**src/rtl/pwr_rail_monitor.sv**
```systemverilog
`default_nettype none
// ============================================================================
// Module   : pwr_rail_monitor
// Purpose  : PG supervision of sequenced rails with latched fault record
// Revision : 1.0 - initial release
// ============================================================================
module pwr_rail_monitor #(
    parameter int NUM_RAILS  = 6,
    parameter int PG_TIMEOUT = 2000,
    parameter int DEGLITCH   = 4,
    parameter int CNT_W      = 25
) (
    input  logic                 fsm_clk,
    input  logic                 reset_n,
    input  logic [NUM_RAILS-1:0] rail_en,
    input  logic [NUM_RAILS-1:0] pg_in,
    input  logic                 fault_clr,
    output logic [NUM_RAILS-1:0] pg_db,
    output logic                 all_pg,
    output logic                 pwr_fault,
    output logic [NUM_RAILS-1:0] fault_rail,
    output logic [1:0]           fault_code,
    output logic                 req_pwr_off
);

    localparam int c_DG_W = (DEGLITCH > 1) ? $clog2(DEGLITCH) : 1;

    localparam logic [1:0] c_CODE_NONE  = 2'b00;
    localparam logic [1:0] c_CODE_RISE  = 2'b01;
    localparam logic [1:0] c_CODE_DROP  = 2'b10;
    localparam logic [1:0] c_CODE_STUCK = 2'b11;

    typedef enum logic [2:0] {
        S_OFF     = 3'd0,
        S_RAMP_UP = 3'd1,
        S_ON      = 3'd2,
        S_RAMP_DN = 3'd3,
        S_FAULT   = 3'd4
    } rail_state_t;

    logic [NUM_RAILS-1:0] r_sync1;
    logic [NUM_RAILS-1:0] r_sync2;
    logic [NUM_RAILS-1:0] w_in_on;
    logic [NUM_RAILS-1:0] w_in_fault;
    logic [NUM_RAILS-1:0] w_enter_fault;
    logic [1:0]           w_code [NUM_RAILS];
    logic [1:0]           w_first_code;

    logic                 r_all_pg;
    logic                 r_pwr_fault;
    logic [NUM_RAILS-1:0] r_fault_rail;
    logic [1:0]           r_fault_code;
    logic                 r_req_pwr_off;

    always_ff @(posedge fsm_clk or negedge reset_n) begin
        if (!reset_n) begin
            r_sync1 <= '0;
            r_sync2 <= '0;
        end else begin
            r_sync1 <= pg_in;
            r_sync2 <= r_sync1;
        end
    end

    genvar gi;
    generate
        for (gi = 0; gi < NUM_RAILS; gi++) begin : g_rail
            logic [c_DG_W-1:0] r_dg_cnt;
            logic              r_db;
            rail_state_t       r_state;
            rail_state_t       w_state_nxt;
            logic [CNT_W-1:0]  r_timer;
            logic              w_timeout;
            logic [1:0]        w_code_nxt;

            always_ff @(posedge fsm_clk or negedge reset_n) begin
                if (!reset_n) begin
                    r_dg_cnt <= '0;
                    r_db     <= 1'b0;
                end else if (r_sync2[gi] == r_db) begin
                    r_dg_cnt <= '0;
                end else if (r_dg_cnt == c_DG_W'(DEGLITCH - 1)) begin
                    r_db     <= r_sync2[gi];
                    r_dg_cnt <= '0;
                end else begin
                    r_dg_cnt <= r_dg_cnt + c_DG_W'(1);
                end
            end

            assign w_timeout = (r_timer == CNT_W'(PG_TIMEOUT - 1));

            // PG acceptance is checked before enable and timeout in both ramps
            always_comb begin
                w_state_nxt = r_state;
                w_code_nxt  = c_CODE_NONE;
                case (r_state)
                    S_OFF: begin
                        if (rail_en[gi]) w_state_nxt = S_RAMP_UP;
                    end
                    S_RAMP_UP: begin
                        if (r_db) begin
                            w_state_nxt = S_ON;
                        end else if (!rail_en[gi]) begin
                            w_state_nxt = S_RAMP_DN;
                        end else if (w_timeout) begin
                            w_state_nxt = S_FAULT;
                            w_code_nxt  = c_CODE_RISE;
                        end
                    end
                    S_ON: begin
                        if (!rail_en[gi]) begin
                            w_state_nxt = S_RAMP_DN;
                        end else if (!r_db) begin
                            w_state_nxt = S_FAULT;
                            w_code_nxt  = c_CODE_DROP;
                        end
                    end
                    S_RAMP_DN: begin
                        if (!r_db) begin
                            w_state_nxt = S_OFF;
                        end else if (rail_en[gi]) begin
                            w_state_nxt = S_RAMP_UP;
                        end else if (w_timeout) begin
                            w_state_nxt = S_FAULT;
                            w_code_nxt  = c_CODE_STUCK;
                        end
                    end
                    S_FAULT: begin
                        if (fault_clr && !rail_en[gi]) w_state_nxt = S_OFF;
                    end
                    default: w_state_nxt = S_OFF;
                endcase
            end

            always_ff @(posedge fsm_clk or negedge reset_n) begin
                if (!reset_n) begin
                    r_state <= S_OFF;
                    r_timer <= '0;
                end else begin
                    r_state <= w_state_nxt;
                    if (w_state_nxt != r_state) begin
                        r_timer <= '0;
                    end else if (r_state == S_RAMP_UP || r_state == S_RAMP_DN) begin
                        r_timer <= r_timer + CNT_W'(1);
                    end
                end
            end

            assign pg_db[gi]         = r_db;
            assign w_in_on[gi]       = (r_state == S_ON);
            assign w_in_fault[gi]    = (r_state == S_FAULT);
            assign w_enter_fault[gi] = (w_state_nxt == S_FAULT) && (r_state != S_FAULT);
            assign w_code[gi]        = w_code_nxt;
        end
    endgenerate

    // Lowest-indexed newly faulting rail supplies the recorded code
    always_comb begin
        w_first_code = c_CODE_NONE;
        for (int i = NUM_RAILS - 1; i >= 0; i--) begin
            if (w_enter_fault[i]) w_first_code = w_code[i];
        end
    end

    always_ff @(posedge fsm_clk or negedge reset_n) begin
        if (!reset_n) begin
            r_all_pg      <= 1'b0;
            r_pwr_fault   <= 1'b0;
            r_fault_rail  <= '0;
            r_fault_code  <= c_CODE_NONE;
            r_req_pwr_off <= 1'b0;
        end else begin
            r_all_pg    <= &w_in_on;
            r_pwr_fault <= |w_in_fault;
            if (!(|w_in_fault)) begin
                if (|w_enter_fault) begin
                    r_fault_rail  <= w_enter_fault;
                    r_fault_code  <= w_first_code;
                    r_req_pwr_off <= 1'b1;
                end else begin
                    r_fault_rail  <= '0;
                    r_fault_code  <= c_CODE_NONE;
                    r_req_pwr_off <= 1'b0;
                end
            end
        end
    end

    assign all_pg      = r_all_pg;
    assign pwr_fault   = r_pwr_fault;
    assign fault_rail  = r_fault_rail;
    assign fault_code  = r_fault_code;
    assign req_pwr_off = r_req_pwr_off;

endmodule
`default_nettype wire

```
**config.mk**
```make
export PLATFORM = sky130hd
export DESIGN_NAME = pwr_rail_monitor
export DESIGN_NICKNAME = d
export VERILOG_FILES = /design/src/rtl/pwr_rail_monitor.sv
export SDC_FILE = /design/constraint.sdc
export NUM_CORES = 1
export LEC_CHECK = 0
export BUFFER_PORTS_ARGS = -buffer_cell sky130_fd_sc_hd__buf_2
export CAP_MARGIN = 20
export CORE_MARGIN = 5
export CORE_UTILIZATION = 50
export CTS_CLUSTER_SIZE = 16
export DETAILED_ROUTE_END_ITERATION = 8
export PLACE_DENSITY_LB_ADDON = 0.12
export SLEW_MARGIN = 5
export SYNTH_ARGS = -nofsm -noshare
export SYNTH_HDL_FRONTEND = slang
export SYNTH_SLANG_ARGS = --single-unit
```
**constraint.sdc**
```tcl
create_clock -name fsm_clk -period 7 [get_ports fsm_clk]
set_input_delay 0.35 -clock fsm_clk [delete_from_list [all_inputs] [get_ports fsm_clk]]
set_output_delay 0.35 -clock fsm_clk [all_outputs]
set_load 0.01 [all_outputs]
```
==> flow_summary.ini, run 1 <==
[sta]
fin_setup_tns_ns = 0
maxSlewHeadroom_pct = 34.8
fmax_mhz = 293
report.final.slew_viol_count = 0
final-setup-viol-count = 0
finalHoldViolations = 0
finClkSkew_ns = 0.00524
holdWs_ns = 0.158
fin_crit_ns = 3.41
worst_pin_slew_ns = 0.970
timing.final.crit_share_pct = 48.7
rsz0062_at_grt = no

[synth]
yosys_warnings = 0
synth_cells = 1231
yosysTopAreaCell = dfrtp_1
avgSynthCellArea_um2 = 9.16
synth_top_cell_area_share_pct = 46.4
synthTopCellsByArea = dfrtp_1, xor2_1, nor2_1
synth_edf_count = 0
yosysUniqueCellTypes = 75
async_flop_share_pct = 100
syn-num-nets = 1258
yosysSeqAreaShare_pct = 46.4
synth_ff_type = dfrtp_1
ys_seq_elements = 209
synth_area_um2 = 11300

[grt]
use_met1_pct = 27.5
antenna_found_initial = 1
grtUsageMet3_pct = 2.66
grt_overflow_total = 0
track_usage_pct = 18.7
met2_usage_pct = 29.3
grt_pass1_vias = 8298
grt_pass1_wl_mm = 41.3
grt.busiest_layer = met2
grt_max_degree = 95

[die]
die_h_um = 160
start_util_pct = 50.3
fp-row-count = 55
die_x_um = 160
core_um2 = 22400
io_pins = 32
fp.dieArea_um2 = 25700

[layout]
insertedDiodeCount = 0
drive_above_1_share_pct = 8.41
area_growth_pct = 11.0
finalNetCount = 1273

[setup_path]
critPathLaunchType = flip-flop
path_cells = or4_1 -> or4_4 -> nor3_1 -> o21ai_0 -> a221oi_1 -> a2111o_1 -> nor2_1
max_stage_delay_ns = 0.67
cp_max_fo = 25
critical-path-slowest-cell = a2111o_1
crit_family = simple AND/OR/NAND/NOR gates
critical_path_class = reg -> reg
crit_path_end_kind = flip-flop
worstPathArrival_ns = 3.76
crit_buf_inv = 0
cp.required_ns = 7.35

[routing]
dr.pass1.iters = 5
final_antenna_net_count = 0
wl_mm = 24.2
drc_errors = 0
wl_per_cell_um = 15.6
dr.first_iter.drc_count = 539
vias = 8785
vias_per_cell = 5.68

[clocking]
post_cts_buffers = 0
htreeDepth = 1
cts_tree = built
clkSlewWorstSetupHoldPaths_ns = 0.06
cts-buffers-inserted = 24
clock_path_buffers = 3
cts_root_buffer = clkbuf_16
clock-sinks = 209
clk_latency_ns = 0.51

[power_and_ir_drop]
total_power_mw = 4.10
cellPowerDensity_nw_per_um2 = 327
comb_power_share_pct = 29.5
p_leak_nw = 5.26
switching_share_pct = 36.8
ir_worst_vdd_v = 0.000169
p_switching_mw = 1.51
power.internal_mw = 2.59
p_clk_share_pct = 31.7
p_seq_share_pct = 38.8

[placement]
port_buffers = 31
dp_hpwl_mm = 16.1
routabilityCongestion = 0.809

[flow_run]
drv_cap = 0

[outcome]
outcome = completed

[min_path]
hold_class = in -> reg
==> cells in the final DEF, fill, tap and decap left out, types with 5 or more instances in the layout <==
cell	n
and4_1	10
or3_1	27
inv_1	32
buf_4	5
o21ai_0	44
nor4b_1	8
and3_1	33
nand2b_1	15
ha_1	12
a21oi_1	57
or4_1	19
clkbuf_16	25
nor2_1	179
nor3_1	24
a31oi_1	7
clkbuf_8	5
nand2_1	104
mux2i_1	7
a211oi_1	7
dfrtp_1	209
o311ai_0	5
nor4_1	25
nor2b_1	17
nand3_1	59
buf_2	31
mux2_2	10
nand4_1	30
clkinv_2	6
dlygate4sd3_1	7
and2_1	5
or2_2	6
o31ai_1	16
nor3b_1	5
xor2_1	77
xnor2_1	53
o22ai_1	5
==> cell usage after synthesis (all sizes together), types with 7 or more instances <==
cell      n
a211oi    7
a21oi    58
a31oi     8
and3     33
and4     10
buf      12
clkbuf   44
dfrtp   209
ha       12
inv      32
mux2     10
mux2i     7
nand2   104
nand2b   15
nand3    59
nand4    30
nor2    179
nor2b    17
nor3     24
nor4     27
nor4b     8
o21ai    47
o311ai    8
o31ai    16
or3      27
or4      20
xnor2    53
xor2     77
==> power groups by stage <==
stage	sequential, mW	clock (mW)	combinational (mW)
2_1_floorplan	1.45	0	1.05
3_5_place_dp	1.61	0	1.19
3_3_place_gp	1.61	0	1.18
6_report	1.59	1.30	1.21
4_1_cts	1.59	1.34	1.20
5_1_grt	1.62	1.39	1.35
==> registers in the layout, summed over array words and instances (netlist names) <==
signal / count
g_rail.r_dg_cnt: 12
r_sync1: 6
g_rail.r_db: 6
r_sync2: 6
fault_rail: 6
g_rail.r_timer: 150
req_pwr_off: 1
all_pg: 1
fault_code: 2
pwr_fault: 1
g_rail.r_state: 18
==> cell type report <==
type                    count  area (um^2)
multi-input cells         933         5690
flip-flops and latches    209         5230
repair buffers             45          293
inverters                  33          124
clock buffers              32          702
fillers                  2039         9920
well taps                 285          357
clock inverters             9          120
==> per-stage QoR <==
step / worst slack, ns / utilization [%] / instance area, um^2 / instances
final: 3.59 / 55.8 / 12500 / 1546
after global routing: 3.26 / 55.8 / 12500 / 1546
after CTS: 3.57 / 55.7 / 12500 / 1544
after detailed placement: 3.58 / 51.7 / 11600 / 1496
after global placement: 3.73 / 51.7 / 11600 / 1496
after floorplan: 4.35 / - / 11300 / 1231
==> worst paths after layout <==
path,cells after the start,slack (ns),endpoint,startpoint
min in group asynchronous,2,0.43,g_rail[1].r_timer[7],reset_n
max,7,3.59,g_rail[5].r_timer[23],g_rail[5].r_timer[5]
max in group asynchronous,3,5.32,pwr_fault,reset_n
min,2,0.16,g_rail[4].r_state[0],rail_en[4]
max reg2reg,7,3.59,g_rail[5].r_timer[23],g_rail[5].r_timer[5]
min reg2reg,0,0.35,r_sync2[1],r_sync1[1]
==> routing by layer <==
metal	share of wire, %	wire length [um]	vias to the layer above
met4	2.1	519	2
li1	-	-	4396
met3	3.3	792	38
met5	0.029	7	-
met2	45	10900	112
met1	49	11900	4237
==> cell families (layout without fill, tap and decap cells) <==
logic type / after synthesis / count (layout) / synth area share, %
flops: 209 / 209 / 46.4
fa+ha+maj: 13 / 13 / 1.42
xor+xnor: 130 / 130 / 10.1
compound gates: 196 / 196 / 11.4
mux: 17 / 17 / 1.62
simple gates: 577 / 577 / 25.9
buf+inv: 89 / 119 / 3.20
==> what timing repair did <==
| item | 4_1_cts | 5_1_grt |
|---|---|---|
| gates resized for setup | 0 | 0 |
| hold endpoints to repair | 98 | 0 |
| hold buffers | 7 | 0 |
Note: power is estimated with default switching activity, not from simulation.
==> inputs of run 2 (changes only) <==
--- a/config.mk
+++ b/config.mk
@@ -5,6 +5,7 @@
 export SDC_FILE = /design/constraint.sdc
 export NUM_CORES = 1
 export LEC_CHECK = 0
+export ABC_AREA = 1
 export BUFFER_PORTS_ARGS = -buffer_cell sky130_fd_sc_hd__buf_2
 export CAP_MARGIN = 20
 export CORE_MARGIN = 5
==> constraint.sdc (replaced) <==
create_clock -name fsm_clk -period 2.8 [get_ports fsm_clk]
set_input_delay 0.14 -clock fsm_clk [delete_from_list [all_inputs] [get_ports fsm_clk]]
set_output_delay 0.14 -clock fsm_clk [all_outputs]
set_load 0.01 [all_outputs]
==> flow_summary.ini, run 2 <==
[outcome]
outcome = completed

[sta]
final-setup-viol-count = 0
worst_pin_slew_ns = 0.674
maxSlewHeadroom_pct = 55.1
fin_crit_ns = 2.61
fin_setup_tns_ns = 0
finClkSkew_ns = 0.0292
finalHoldViolations = 0
rsz0062_at_grt = no
fmax_mhz = 383
timing.final.crit_share_pct = 93.1
report.final.slew_viol_count = 0

[synth]
synth_ff_type = dfrtp_1
synth_edf_count = 0
yosysUniqueCellTypes = 46
ys_seq_elements = 209
synth_compound_area_share_pct = 3.75
yosysSeqAreaShare_pct = 38.4
yosys_warnings = 0
synth_common_cells = nand2_1, nor2_1, dfrtp_1
synth.most_common_cell = nand2_1
avgSynthCellArea_um2 = 7.37
yosysTopAreaCell = dfrtp_1
synth_top_cell_area_share_pct = 38.4
synth_cells = 1850
synthTopCellsByArea = dfrtp_1, nand2_1, nand4_1
post_synth_and_or_nand_nor_area_fraction_pct = 38.6
syn-num-nets = 1877
async_flop_share_pct = 100
synth_xor_area_share_pct = 9.77
synthAdderAreaFrac_pct = 1.10
synth_top_family_by_area = simple AND/OR/NAND/NOR gates
synth_area_um2 = 13600
synth_mux_area_share_pct = 0

[layout]
largest_register_ffs = 150
reg_top3 = g_rail.r_timer (150), g_rail.r_state (18), g_rail.r_dg_cnt (12)
insertedDiodeCount = 0
most-common-layout-cells = nand2_1, nor2_1, dfrtp_1
finalNetCount = 1915
drive_above_1_share_pct = 8.71
layout.cells.non_filler = 2247
final_common_cell = nand2_1
largest-register = g_rail.r_timer
nFillCells = 2555
area_growth_pct = 10.9

[routing]
wl_per_cell_um = 14.4
vias = 12300
drc_errors = 0
dr.first_iter.drc_count = 968
vias_per_cell = 5.46
final_antenna_net_count = 0
wl_mm = 32.5
dr.pass1.iters = 6

[setup_path]
cp.required_ns = 3.19
critPathLaunchType = flip-flop
crit_path_end_kind = flip-flop
critical_path_class = reg -> reg
cp_max_fo = 21
worstPathArrival_ns = 3.00

[grt]
grt_pass1_wl_mm = 56.6
grt_overflow_total = 0
grtUsageMet3_pct = 2.40
use_met1_pct = 31.7
grt.busiest_layer = met2
track_usage_pct = 21.3
met2_usage_pct = 33.2
grt_max_degree = 87
grt_pass1_vias = 11700
antenna_found_initial = 1

[clocking]
cts_tree = built
clock_path_buffers = 3
clock-sinks = 209
cts_root_buffer = clkbuf_16
cts-buffers-inserted = 25
clkSlewWorstSetupHoldPaths_ns = 0.06
htreeDepth = 1
clk_latency_ns = 0.53

[die]
start_util_pct = 50.7
fp.dieArea_um2 = 30700
core_um2 = 26900
fp-row-count = 60
die_h_um = 175
die_x_um = 175
io_pins = 32

[placement]
dp_cells = 2184
port_buffers = 31
routabilityCongestion = 0.939
dp_hpwl_mm = 22.9

[min_path]
hold_class = in -> reg

[flow_run]
drv_cap = 0

[power_and_ir_drop]
p_leak_nw = 7.37
ir_worst_vdd_v = 0.000515
cellPowerDensity_nw_per_um2 = 828
-- run 2: stage by stage --
| step | hold slack [ns] | total power, mW | worst slack, ns | utilization [%] | cell area (um^2) |
|---|---|---|---|---|---|
| after floorplan | -0.156 | 7.89 | 0.541 | - | 13600 |
| after global placement | 0.186 | 8.99 | 0.280 | 52.5 | 14100 |
| after detailed placement | 0.188 | 9.07 | 0.118 | 52.5 | 14100 |
| after CTS | 0.0107 | 12.3 | 0.0965 | 56.0 | 15000 |
| after global routing | 0.0573 | 13.4 | 0.00414 | 56.3 | 15100 |
| final | 0.0463 | 12.5 | 0.192 | 56.3 | 15100 |
-- run 2: timing repair --
| action | in CTS | in global routing |
|---|---|---|
| setup endpoints to repair | 0 | 38 |
| endpoints found under the hold margin | 94 | 0 |
| resized for setup | 0 | 3 |
| hold buffers | 11 | 0 |
| setup buffers | 0 | 5 |
-- run 2: path summary, 6_finish.rpt --
kind / startpoint / to / slack, ns / cells past startpoint
hold reg to reg: r_sync1[3] / r_sync2[3] / 0.35 / 0
setup reg to reg: g_rail[3].r_timer[0] / g_rail[3].r_timer[9] / 0.19 / 15
setup / recovery: g_rail[3].r_timer[0] / g_rail[3].r_timer[9] / 0.19 / 15
hold / removal: rail_en[5] / g_rail[5].r_state[0] / 0.05 / 4
max in group asynchronous: reset_n / g_rail[5].r_timer[8] / 1.81 / 3
min in group asynchronous: reset_n / g_rail[3].r_timer[17] / 0.21 / 2
-- run 2: logic make-up (layout without fill, tap and decap cells) --
family / after synthesis / after routing
AO/OA/AOI/OAI: 89 / 89
flip-flops: 209 / 209
adder cells (fa/ha/maj): 12 / 12
AND/OR/NAND/NOR: 1128 / 1130
buffers and inverters: 263 / 317
XOR/XNOR: 149 / 149
-- run 2: layout make-up --
| class | count | area, um^2 | share of cell area [%] |
|---|---|---|---|
| tap | 341 | 427 | 2.82 |
| clock inverter | 8 | 73.8 | 0.488 |
| sequential | 209 | 5230 | 34.6 |
| clock buffer | 37 | 741 | 4.90 |
| timing repair buffer | 76 | 622 | 4.11 |
| inverter | 196 | 736 | 4.87 |
| multi-input combinational | 1380 | 7290 | 48.2 |
-- run 2: report_power, final --
part	leakage, nW	internal (mW)	switching, mW
Combinational	4.13	1.64	4.03
Clock	0.399	1.92	1.26
Sequential	2.84	3.34	0.332
Total	7.37	6.90	5.62
-- run 2: worst max-delay path, stage by stage (launching register included) --
cell and delay (ns):
dfrtp_2 0.41, ha_1 0.22, nand2_1 0.10, nor2_4 0.15
nand3_1 0.12, nor2_2 0.15, nand2_1 0.11, nand2_1 0.10
nand2_1 0.05, nand2_1 0.10, nand3_4 0.11, xor2_4 0.29
nand2_8 0.15, buf_6 0.20, o21ai_0 0.17, nand2_1 0.06
-- run 2: routing by layer --
| layer | wire length, um | share of wire (%) |
|---|---|---|
| met1 | 15900 | 49 |
| met2 | 14400 | 44 |
| met3 | 1370 | 4.2 |
| met4 | 763 | 2.4 |
| met5 | 7 | 0.022 |
==> inputs of run 3 (changes only) <==
--- a/config.mk
+++ b/config.mk
@@ -8,6 +8,7 @@
 export ABC_AREA = 1
 export BUFFER_PORTS_ARGS = -buffer_cell sky130_fd_sc_hd__buf_2
 export CAP_MARGIN = 20
+export CORE_ASPECT_RATIO = 0.9
 export CORE_MARGIN = 5
 export CORE_UTILIZATION = 50
 export CTS_CLUSTER_SIZE = 16
==> flow_summary.ini, run 3 (synthesis gave the netlist of run 2 again) <==
[clocking]
cts-buffers-inserted = 25
cts_tree = built
clock_path_buffers = 3
clkSlewWorstSetupHoldPaths_ns = 0.06
cts_root_buffer = clkbuf_16
clock-sinks = 209
clk_latency_ns = 0.53
htreeDepth = 1

[routing]
drc_errors = 0
wl_mm = 33.0
vias = 12100
wl_per_cell_um = 14.6
vias_per_cell = 5.37
dr.pass1.iters = 5
dr.first_iter.drc_count = 979
final_antenna_net_count = 0

[sta]
report.final.slew_viol_count = 0
rsz0062_at_grt = no
fin_setup_tns_ns = 0
timing.final.crit_share_pct = 90.3
maxSlewHeadroom_pct = 48.4
worst_slack_ns = 0.272
holdWs_ns = 0.0464
worst_pin_slew_ns = 0.774
fmax_mhz = 396
finalHoldViolations = 0
fin_crit_ns = 2.53
finClkSkew_ns = 0.00880
final-setup-viol-count = 0

[setup_path]
critical_path_class = reg -> reg
cp.required_ns = 3.21
crit_path_start = g_rail[3].r_timer[0]
worstPathArrival_ns = 2.94
cp_max_fo = 22
crit_path_end_kind = flip-flop
critPathLaunchType = flip-flop
timing.rr.start = g_rail[3].r_timer[0]

[layout]
largest_register_ffs = 150
nFillCells = 2615
postLayoutCellArea_um2 = 15100
largest-register = g_rail.r_timer
insertedDiodeCount = 0
most-common-layout-cells = nand2_1, nor2_1, dfrtp_1
postLayoutCoreUtil_pct = 56.0
finalNetCount = 1915
area_growth_pct = 10.8
reg_top3 = g_rail.r_timer (150), g_rail.r_state (18), g_rail.r_dg_cnt (12)
drive_above_1_share_pct = 8.76
final_common_cell = nand2_1

[grt]
grt_overflow_total = 0
track_usage_pct = 21.6
grt_max_degree = 95
grt_pass1_vias = 11600
antenna_found_initial = 1
grt_pass1_wl_mm = 57.3

[power_and_ir_drop]
p_leak_nw = 7.36
cellPowerDensity_nw_per_um2 = 819
ir_worst_vdd_v = 0.000564

[min_path]
hold_class = in -> reg
hp-start = rail_en[1]

[die]
fp.dieArea_um2 = 30700
start_util_pct = 50.6
io_pins = 32
die_x_um = 184
core_um2 = 27000
fp-row-count = 57
die_h_um = 167

[flow_run]
drv_cap = 0

[placement]
port_buffers = 31
placed_cell_area_um2 = 14200
routabilityCongestion = 0.917
dp_hpwl_mm = 23.4
dpl_worst_slack_ns = 0.135

[outcome]
outcome = completed
## run 3: worst paths after layout
path / endpoint / slack (ns) / cells past startpoint
min in group asynchronous: g_rail[3].r_timer[14] / 0.23 / 2
worst min register to register: r_sync2[1] / 0.35 / 0
worst max-delay path: g_rail[3].r_timer[7] / 0.27 / 15
worst min-delay path: g_rail[1].r_state[0] / 0.05 / 4
worst max register to register: g_rail[3].r_timer[7] / 0.27 / 15
max in group asynchronous: fault_code[0] / 1.74 / 3
## run 3: per-layer routing
metal | routed length, um | global-route usage, % | vias up
li1 | - | - | 6212
met1 | 16500 | 32.3 | 5659
met2 | 14400 | 33.3 | 223
met3 | 1380 | 3.49 | 50
met4 | 678 | 4.73 | 2
met5 | 20 | 0 | -
## run 3: layout make-up
type	count	area, um^2	share of cell area, %
timing repair buffer	77	614	4.07
multi-input combinational	1379	7280	48.2
tap	354	443	2.93
inverter	196	736	4.87
clock inverter	11	95.1	0.630
sequential	209	5230	34.7
clock buffer	34	699	4.63
## run 3: timing repair
item / in CTS / in global routing
resized for setup: 0 / 2
buffers inserted: 0 / 3
hold buffers: 10 / 0
setup endpoints to repair: 0 / 21
endpoints found under the hold margin: 97 / 0
## run 3: critical path, cell delays in order (launching register included)
cell and delay, ns:
dfrtp_2 0.42, ha_1 0.21, nand2_1 0.10, nor2_4 0.16, nand3_1 0.10, nor2_2 0.13
nand2_1 0.09, nand2_1 0.09, nand2_1 0.05, nand2_1 0.10, nand3_4 0.10, xor2_4 0.25
nand2_8 0.15, buf_6 0.20, o21ai_0 0.15, nand2_1 0.07
## run 3: power breakdown
group / internal [mW] / switching (mW) / leakage [nW] / total (mW)
combinational: 1.54 / 4.02 / 4.13 / 5.56
clock: 1.84 / 1.30 / 0.386 / 3.14
sequential: 3.34 / 0.323 / 2.84 / 3.67
## run 3: metrics by stage
step,power (mW),cells
3_3_place_gp,8.93,2201
2_1_floorplan,7.89,1850
4_1_cts,12.3,2256
6_report,12.4,2260
3_5_place_dp,9.03,2201
5_1_grt,13.3,2260
